## src/rtl/mem_bus_initiator_pkg.sv

```systemverilog
// Shared definitions for the memory bus initiator: bus widths, strobe
// constants, the controller state encoding and the strobe issue helper.
package mem_bus_initiator_pkg;

    localparam int ADDR_W = 32;
    localparam int DATA_W = 32;
    localparam int STRB_W = 4;
    localparam int WAIT_W = 16;

    localparam logic [STRB_W-1:0] RD_STRB  = 4'h0;
    localparam logic [STRB_W-1:0] ALL_STRB = 4'hF;

    typedef enum logic [1:0] {
        ST_IDLE = 2'd0,
        ST_BUS  = 2'd1,
        ST_RESP = 2'd2
    } state_t;

    // Reads carry no strobes; a write with no lanes enabled is widened to a
    // full-word write so that a write can never look like a read on the bus.
    function automatic logic [STRB_W-1:0] issue_strb(input logic               write,
                                                     input logic [STRB_W-1:0] wstrb);
        if (!write)
            return RD_STRB;
        else if (wstrb == '0)
            return ALL_STRB;
        else
            return wstrb;
    endfunction

endpackage

```

## src/rtl/mem_bus_initiator_bus_watchdog.sv

```systemverilog
// Bus wait counter with timeout compare. The count restarts on every new
// transaction and advances for each bus cycle that passes without ready.
// A limit of zero disables expiry.
module bus_watchdog
    import mem_bus_initiator_pkg::*;
(
    input  logic              clk,
    input  logic              resetn,
    input  logic              clear,
    input  logic              count_en,
    input  logic [WAIT_W-1:0] limit,
    output logic              expired
);

    logic [WAIT_W-1:0] wait_cnt;

    // Wait counter: clear has priority so a fresh transaction starts at zero.
    always_ff @(posedge clk or negedge resetn) begin
        if (!resetn)
            wait_cnt <= '0;
        else if (clear)
            wait_cnt <= '0;
        else if (count_en)
            wait_cnt <= wait_cnt + 1'b1;
    end

    assign expired = (limit != '0) && (wait_cnt == limit);

endmodule

```

## src/rtl/mem_bus_initiator.sv

```systemverilog
// Single-outstanding native-bus initiator. Accepts one command, drives it on
// the memory bus until ready or timeout, then holds the response until it is
// consumed before accepting the next command.
module mem_bus_initiator
    import mem_bus_initiator_pkg::*;
#(
    parameter int TIMEOUT_CYCLES = 255
) (
    input  logic              clk,
    input  logic              resetn,

    input  logic              cmd_valid,
    output logic              cmd_ready,
    input  logic              cmd_write,
    input  logic [ADDR_W-1:0] cmd_addr,
    input  logic [DATA_W-1:0] cmd_wdata,
    input  logic [STRB_W-1:0] cmd_wstrb,

    output logic              rsp_valid,
    input  logic              rsp_ready,
    output logic [DATA_W-1:0] rsp_rdata,
    output logic              rsp_timeout,

    output logic              mem_valid_o,
    input  logic              mem_ready_i,
    output logic [ADDR_W-1:0] mem_addr_o,
    output logic [DATA_W-1:0] mem_wdata_o,
    output logic [STRB_W-1:0] mem_wstrb_o,
    input  logic [DATA_W-1:0] mem_rdata_i,

    output logic              busy
);

    localparam logic [WAIT_W-1:0] TIMEOUT_LIMIT = WAIT_W'(TIMEOUT_CYCLES);

    state_t state;
    state_t state_nxt;

    logic   accept;
    logic   complete;
    logic   abort;
    logic   expired;
    logic   wait_en;

    // State register; reset drops any bus request immediately.
    always_ff @(posedge clk or negedge resetn) begin
        if (!resetn)
            state <= ST_IDLE;
        else
            state <= state_nxt;
    end

    // Next-state and handshake outputs; ready in the bus phase beats expiry.
    always_comb begin
        state_nxt   = state;
        cmd_ready   = 1'b0;
        mem_valid_o = 1'b0;
        rsp_valid   = 1'b0;
        busy        = 1'b1;
        accept      = 1'b0;
        complete    = 1'b0;
        abort       = 1'b0;
        wait_en     = 1'b0;
        case (state)
            ST_IDLE: begin
                busy      = 1'b0;
                cmd_ready = resetn;
                if (cmd_valid) begin
                    accept    = 1'b1;
                    state_nxt = ST_BUS;
                end
            end
            ST_BUS: begin
                mem_valid_o = 1'b1;
                wait_en     = !mem_ready_i;
                if (mem_ready_i) begin
                    complete  = 1'b1;
                    state_nxt = ST_RESP;
                end else if (expired) begin
                    abort     = 1'b1;
                    state_nxt = ST_RESP;
                end
            end
            ST_RESP: begin
                rsp_valid = 1'b1;
                if (rsp_ready)
                    state_nxt = ST_IDLE;
            end
            default: begin
                state_nxt = ST_IDLE;
            end
        endcase
    end

    // Request fields are captured once at acceptance and held for the bus phase.
    always_ff @(posedge clk or negedge resetn) begin
        if (!resetn) begin
            mem_addr_o  <= '0;
            mem_wdata_o <= '0;
            mem_wstrb_o <= RD_STRB;
        end else if (accept) begin
            mem_addr_o  <= cmd_addr;
            mem_wdata_o <= cmd_wdata;
            mem_wstrb_o <= issue_strb(cmd_write, cmd_wstrb);
        end
    end

    // Response capture; a zero issued strobe identifies a read, since writes
    // are never issued with an empty strobe.
    always_ff @(posedge clk or negedge resetn) begin
        if (!resetn) begin
            rsp_rdata   <= '0;
            rsp_timeout <= 1'b0;
        end else if (complete) begin
            rsp_rdata   <= (mem_wstrb_o == RD_STRB) ? mem_rdata_i : '0;
            rsp_timeout <= 1'b0;
        end else if (abort) begin
            rsp_rdata   <= '0;
            rsp_timeout <= 1'b1;
        end
    end

    bus_watchdog u_watchdog (
        .clk      (clk),
        .resetn   (resetn),
        .clear    (accept),
        .count_en (wait_en),
        .limit    (TIMEOUT_LIMIT),
        .expired  (expired)
    );

endmodule

```

## config.mk

```make
export PLATFORM = sky130hd
export DESIGN_NAME = mem_bus_initiator
export DESIGN_NICKNAME = d
export VERILOG_FILES = /design/src/rtl/mem_bus_initiator_pkg.sv /design/src/rtl/mem_bus_initiator_bus_watchdog.sv /design/src/rtl/mem_bus_initiator.sv
export SDC_FILE = /design/constraint.sdc
export NUM_CORES = 1
export LEC_CHECK = 0
export ABC_AREA = 1
export BUFFER_PORTS_ARGS = -buffer_cell sky130_fd_sc_hd__buf_2
export CORE_ASPECT_RATIO = 0.75
export CORE_MARGIN = 5
export CORE_UTILIZATION = 45
export DETAILED_ROUTE_END_ITERATION = 6
export HOLD_SLACK_MARGIN = 0.15
export PLACE_DENSITY_LB_ADDON = 0.3
export SETUP_SLACK_MARGIN = 0.5
export SLEW_MARGIN = 10
export SYNTH_ARGS = -nofsm -noshare
export SYNTH_HDL_FRONTEND = slang
export SYNTH_HIERARCHICAL = 1
export SYNTH_SLANG_ARGS = --single-unit
export TNS_END_PERCENT = 5
```

## constraint.sdc

```tcl
create_clock -name clk -period 2.15 [get_ports clk]
set_clock_uncertainty 0.15 [all_clocks]
set_input_delay 0.215 -clock clk [delete_from_list [all_inputs] [get_ports clk]]
set_output_delay 0.215 -clock clk [all_outputs]
set_load 0.005 [all_outputs]
```

# After elaboration in Yosys (flattened, before gate mapping)
# Cells that the tools add are included.
[totals]
regBits = 119
out_inout_bits = 105
latchBits = 0
inputBits = 106
rom_bits = 0
wordCells = 47
mem_bits_rw = 0
mem_count = 0
[classes]
add_sub_neg = 1
n_reduce_logical = 7
eq_ne = 6
n_div = 0
bitwise_logic = 0
n_lt_le_gt_ge = 0
muxes = 26
shift = 0
n_mul = 0
[op_table]
columns = ["op", "n"]
rows = [
  ["2-to-1 mux 32 bit", 3],
  ["2-to-1 mux 16 bit", 2],
  ["adder 16 x 1 -> 16 bit, second input constant", 1],
  ["equality test 16 x 8 -> 1 bit, second input constant", 1],
  ["2-to-1 mux 1 bit", 14],
  ["zero test 4 bit", 2],
  ["2-to-1 mux 2 bit", 4],
  ["2-to-1 mux 4 bit", 2],
  ["case mux 2 bit (3 select lines)", 1],
  ["!= test 2 bit, second input constant", 2],
  ["nonzero test 2 bit", 2],
  ["!= test 3 bit, second input constant", 1],
  ["AND reduction 3 bit", 1],
  ["equality test 2 x 1 -> 1 bit, second input constant", 1],
  ["equality test 2 bit, second input constant", 1],
  ["zero test 2 bit", 1],
  ["zero test 1 bit", 1],
]

# Longest topological paths before layout
[depth]
depth_word = 6
mapped_depth = 14

# Cells and area by module
# Netlist, hierarchy kept.
[by_module_without_submodules]
columns = ["mod", "cells_per_inst", "instances", "area_each_um2", "seq_area_each_um2"]
rows = [
  ["mem_bus_initiator", 468, 1, 4095.2, 2577.5],
  ["bus_watchdog", 186, 1, 1214.9, 400.4],
]

# Worst setup path before layout
# No wires, ideal clock.
[synth_path]
kind = "register to register"
from = "register state[0]"
to = "register u_watchdog.wait_cnt[6]"
arrival_ns = 1.478
path_stages_with_launch = 10
slack_ns = 0.391
period_less_slack_ns = 1.759
setup_ns = 0.131
t_required_ns = 1.869
path_cell_list = "dfrtp_1 -> inv_1 -> nor2_4 -> inv_1 -> nor2_1 -> nor2_4 -> inv_2 -> nand2_2 -> o21ai_0 -> a2bb2oi_1"
[synth_between]
elab_chain_len = 3
word_cells_on_any_way = 6
cone_classes = "eq/ne: 1; mux: 3; reduce/logical: 2"
[synth_rtl]
columns = ["element", "line_no", "text"]
rows = [
  ["start, declared", "mem_bus_initiator.sv:36", "state_t state;"],
  ["start signal, assigned", "mem_bus_initiator.sv:50", "state <= state_nxt;"],
  ["equality test 2 x 1 -> 1 bit", "mem_bus_initiator.sv:64", "case (state)"],
  ["2-to-1 mux 1 bit", "mem_bus_initiator.sv:64", ""],
  ["via wait_en", "mem_bus_initiator.sv:43", "logic wait_en;"],
  ["nonzero test 2 bit (no line)", "--", ""],
  ["end signal, assigned", "mem_bus_initiator_bus_watchdog.sv:24", "wait_cnt <= wait_cnt + 1'b1;"],
  ["end, declared", "mem_bus_initiator_bus_watchdog.sv:15", "logic [WAIT_W-1:0] wait_cnt;"],
]
# The timed path passes the listed nets, and every way through them passes these cells.
# A chain may end at the register's enable or synchronous reset.

# Final worst setup path
[layout_path]
from = "register u_watchdog.wait_cnt[8]"
to = "register rsp_rdata[17]"
[layout_between]
elab_chain_len = 5
[layout_rtl]
columns = ["element", "line_no", "text"]
rows = [
  ["equality test 16 x 8 -> 1 bit", "mem_bus_initiator_bus_watchdog.sv:27", "assign expired = (limit != '0) && (wait_cnt == limit);"],
  ["via expired", "mem_bus_initiator.sv:42", "logic expired;"],
  ["2-to-1 mux 1 bit", "mem_bus_initiator.sv:79", "end else if (expired) begin"],
  ["2-to-1 mux 1 bit", "mem_bus_initiator.sv:76", "if (mem_ready_i) begin"],
  ["2-to-1 mux 1 bit", "mem_bus_initiator.sv:64", ""],
  ["nonzero test 2 bit (no line)", "--", ""],
  ["end signal, assigned", "mem_bus_initiator.sv:115", "rsp_rdata <= (mem_wstrb_o == RD_STRB) ? mem_rdata_i : '0;"],
  ["end, declared", "mem_bus_initiator.sv:21", "output logic [DATA_W-1:0] rsp_rdata,"],
]
# The timed path passes the listed nets, and every way through them passes these cells.

==> results.toml <==
[floorplanning]
die_w_um = 135
dieArea_mm2 = 0.0141
core_mm2 = 0.0116
die_h_um = 104
placementRows = 34
ios = 211
start_util_pct = 45.9

[synth]
yosysSeqAreaShare_pct = 56.1
netlist_area_mm2 = 0.00531
synth_area_leaders = "dfrtp_1 (56%), nand2_1 (21%), nand3_1 (4.1%)"
yosysWarnings = 6
ys_ff_latch = 119
synthCells = 654
synth_largest_area_cell = "dfrtp_1"
syn_avg_cell_area_um2 = 8.12
synth_cell_type_count = 31
synth_top_area_share_pct = 56.1

[worst_setup_path]
regToRegEndpoint = "rsp_rdata[17]$_DFFE_PN0P_"
cp_max_fo = 17
worstSetupPathType = "register to register"
path_cells = "xnor2_1, nand2_1, nor2_1, nand3_1, nor2_2, inv_1, nand2_2, nand2_4, clkbuf_16, nand2_1, o21ai_0"
end_kind = "register"
reg2reg_from = "u_watchdog/wait_cnt[8]$_DFFE_PN0P_"
critPathSlowestCell = "dfrtp_1"
cpMostUsedCell = "nand2_1"
slowest_delay_ps = 390
cp_data_required_time_ps = 2260
arrival_ps = 1960
reg2reg_depth = 11
r2r_slack_ps = 300
start_kind = "register"

[grt]
grt.overflow.total = 0
grt_max_degree = 92
grt_pass1_wl_um = 27800
grt_pass1_vias = 5578
antenna_found_initial = 0
grt_use_total_pct = 24.7

[placement]
gp_congestion = 0.872
place.port_buffers = 210
place_area_mm2 = 0.00666
post-dp-hpwl_um = 10100

[detailed_routing]
vias = 5712
drcViolationCount = 0
via_per_inst = 4.77
routedWlPerCell_um = 14.7
drtPass1Iterations = 4
drtIter0Drc = 313
ant_nets = 0
drt-total-wl_um = 17600

[cells_and_area]
drive_gt1_share_pct = 28.7
stdcell_area_mm2 = 0.00855
area_growth_pct = 61.0
final_nets = 1130
n_antenna_cell = 0
final_common_cell = "nand2_1"
final_cell_mix = "nand2_1 (297), buf_2 (209), dfrtp_1 (116)"

[clock_network]
clock_path_buffers = 2
cts_root_buf = "clkbuf_16"
insertion_delay_ps = 400
cts-htree-levels = 4
cts_tree = "built"
cts.reportedPaths.clkPinSlew_ps = 60
numCtsBuffers = 17
cts.sinks = 119

[sta]
final_max_slew_viol_count = 0
rsz0062_at_grt = "true"
min_period_ps = 1850
period_share_pct = 86.2
max_freq_ghz = 0.539
tns_ps = 0
finalHoldViolCount = 0
setup_viol = 0
worstMarginPinSlew_ps = 519
relSlewSlack_pct = 65.3

[power]
peakVddDrop_uv = 876
power_leakage_nw = 4.60
p_per_area_mw_per_mm2 = 1180

[run_status]
status = "completed"

[run]
drv_cap = 0

[worst_hold_path]
holdCritPathClass = "primary input to asynchronous set/reset pin"
## layer usage
layer | global-route usage [%] | wire (um) | vias to the layer above
li1 | - | - | 2742
met1 | 30.6 | 7060 | 2642
met3 | 7.30 | 1580 | 45
met5 | 0 | 0 | -
met4 | 10.6 | 535 | 0
met2 | 40.0 | 8410 | 283
## critical path, delay by kind of cell, from the launching register on
kind | cells | cell delay [ps]
AO/OA/AOI/OAI | 1 | 70
AND/OR/NAND/NOR | 7 | 690
buffers and inverters | 2 | 250
flip-flops | 1 | 390
XOR/XNOR | 1 | 150
## report_power, final
group	switching, mW	total [mW]	internal, mW
Clock	1.07	2.96	1.89
Sequential	0.521	3.59	3.07
Combinational	2.06	3.57	1.51
Total	3.65	10.1	6.47
## through the flow
stage / hold slack [ps] / utilization (%) / setup slack (ps) / power (mW) / cells
6_report: 162 / 73.9 / 296 / 10.1 / 1198
5_1_grt: 167 / 73.9 / 198 / 10.8 / 1198
4_1_cts: 160 / 72.8 / 334 / 9.91 / 1188
3_5_place_dp: 26.5 / 57.5 / 320 / 6.77 / 1042
3_3_place_gp: 24.6 / 57.5 / 345 / 6.71 / 1042
2_1_floorplan: -231 / - / 499 / 5.33 / 689
## cell type report
class / instances / area (um^2)
fillers: 832 / 3020
flip-flops and latches: 119 / 2980
repair buffers: 342 / 2400
multi-input cells: 506 / 2200
clock buffers: 19 / 453
well taps: 162 / 203
clock inverters: 13 / 171
inverters: 37 / 141
## state kept, by name, summed over array words and instances (netlist names)
signal,flops
mem_addr_o,32
rsp_rdata,32
state,2
rsp_timeout,1
mem_wdata_o,32
u_watchdog/wait_cnt,16
mem_wstrb_o,4
## logic make-up (layout without fill, tap and decap cells)
family / Yosys count / in the layout / synth area share, %
fa+ha+maj: 1 / 1 / 0.236
buf+inv: 64 / 411 / 5.49
xor+xnor: 9 / 9 / 1.48
compound gates: 54 / 54 / 5.40
other cells: 2 / 37 / 0.141
flops: 119 / 119 / 56.1
simple gates: 405 / 405 / 31.2
## worst max path at each step
stage	start	slack, ps	depth (start not counted)	to
5_1_grt	u_watchdog/wait_cnt[12]$_DFFE_PN0P_	200	12	rsp_rdata[17]$_DFFE_PN0P_
6_report	u_watchdog/wait_cnt[8]$_DFFE_PN0P_	300	11	rsp_rdata[17]$_DFFE_PN0P_
2_1_floorplan	u_watchdog/wait_cnt[3]$_DFFE_PN0P_	500	14	rsp_rdata[23]$_DFFE_PN0P_
3_5_place_dp	u_watchdog/wait_cnt[8]$_DFFE_PN0P_	320	11	rsp_rdata[12]$_DFFE_PN0P_
4_1_cts	u_watchdog/wait_cnt[8]$_DFFE_PN0P_	330	11	rsp_rdata[18]$_DFFE_PN0P_
3_3_place_gp	u_watchdog/wait_cnt[8]$_DFFE_PN0P_	350	11	rsp_rdata[19]$_DFFE_PN0P_
## repair_timing
item | 4_1_cts | 5_1_grt
pin swaps | 0 | 4
hold buffers | 109 | 0
cloned | 0 | 2
gates resized for setup | 2 | 11
endpoints found under the setup margin | 50 | 112
endpoints found under the hold margin | 226 | 0
buffers inserted | 5 | 8
## Yosys cell counts, drive strengths merged
| cell | n |
|---|---|
| conb | 2 |
| a2bb2oi | 1 |
| buf | 20 |
| nand3 | 44 |
| nor2 | 48 |
| inv | 37 |
| a21oi | 6 |
| clkbuf | 7 |
| nand2 | 304 |
| o21bai | 1 |
| xnor2 | 9 |
| nor3 | 3 |
| nor3b | 1 |
| or2 | 2 |
| o21ai | 43 |
| a31oi | 1 |
| a211oi | 1 |
| o31ai | 1 |
| nand4 | 3 |
| ha | 1 |
| dfrtp | 119 |
Note: power is estimated with default switching activity, not from simulation.
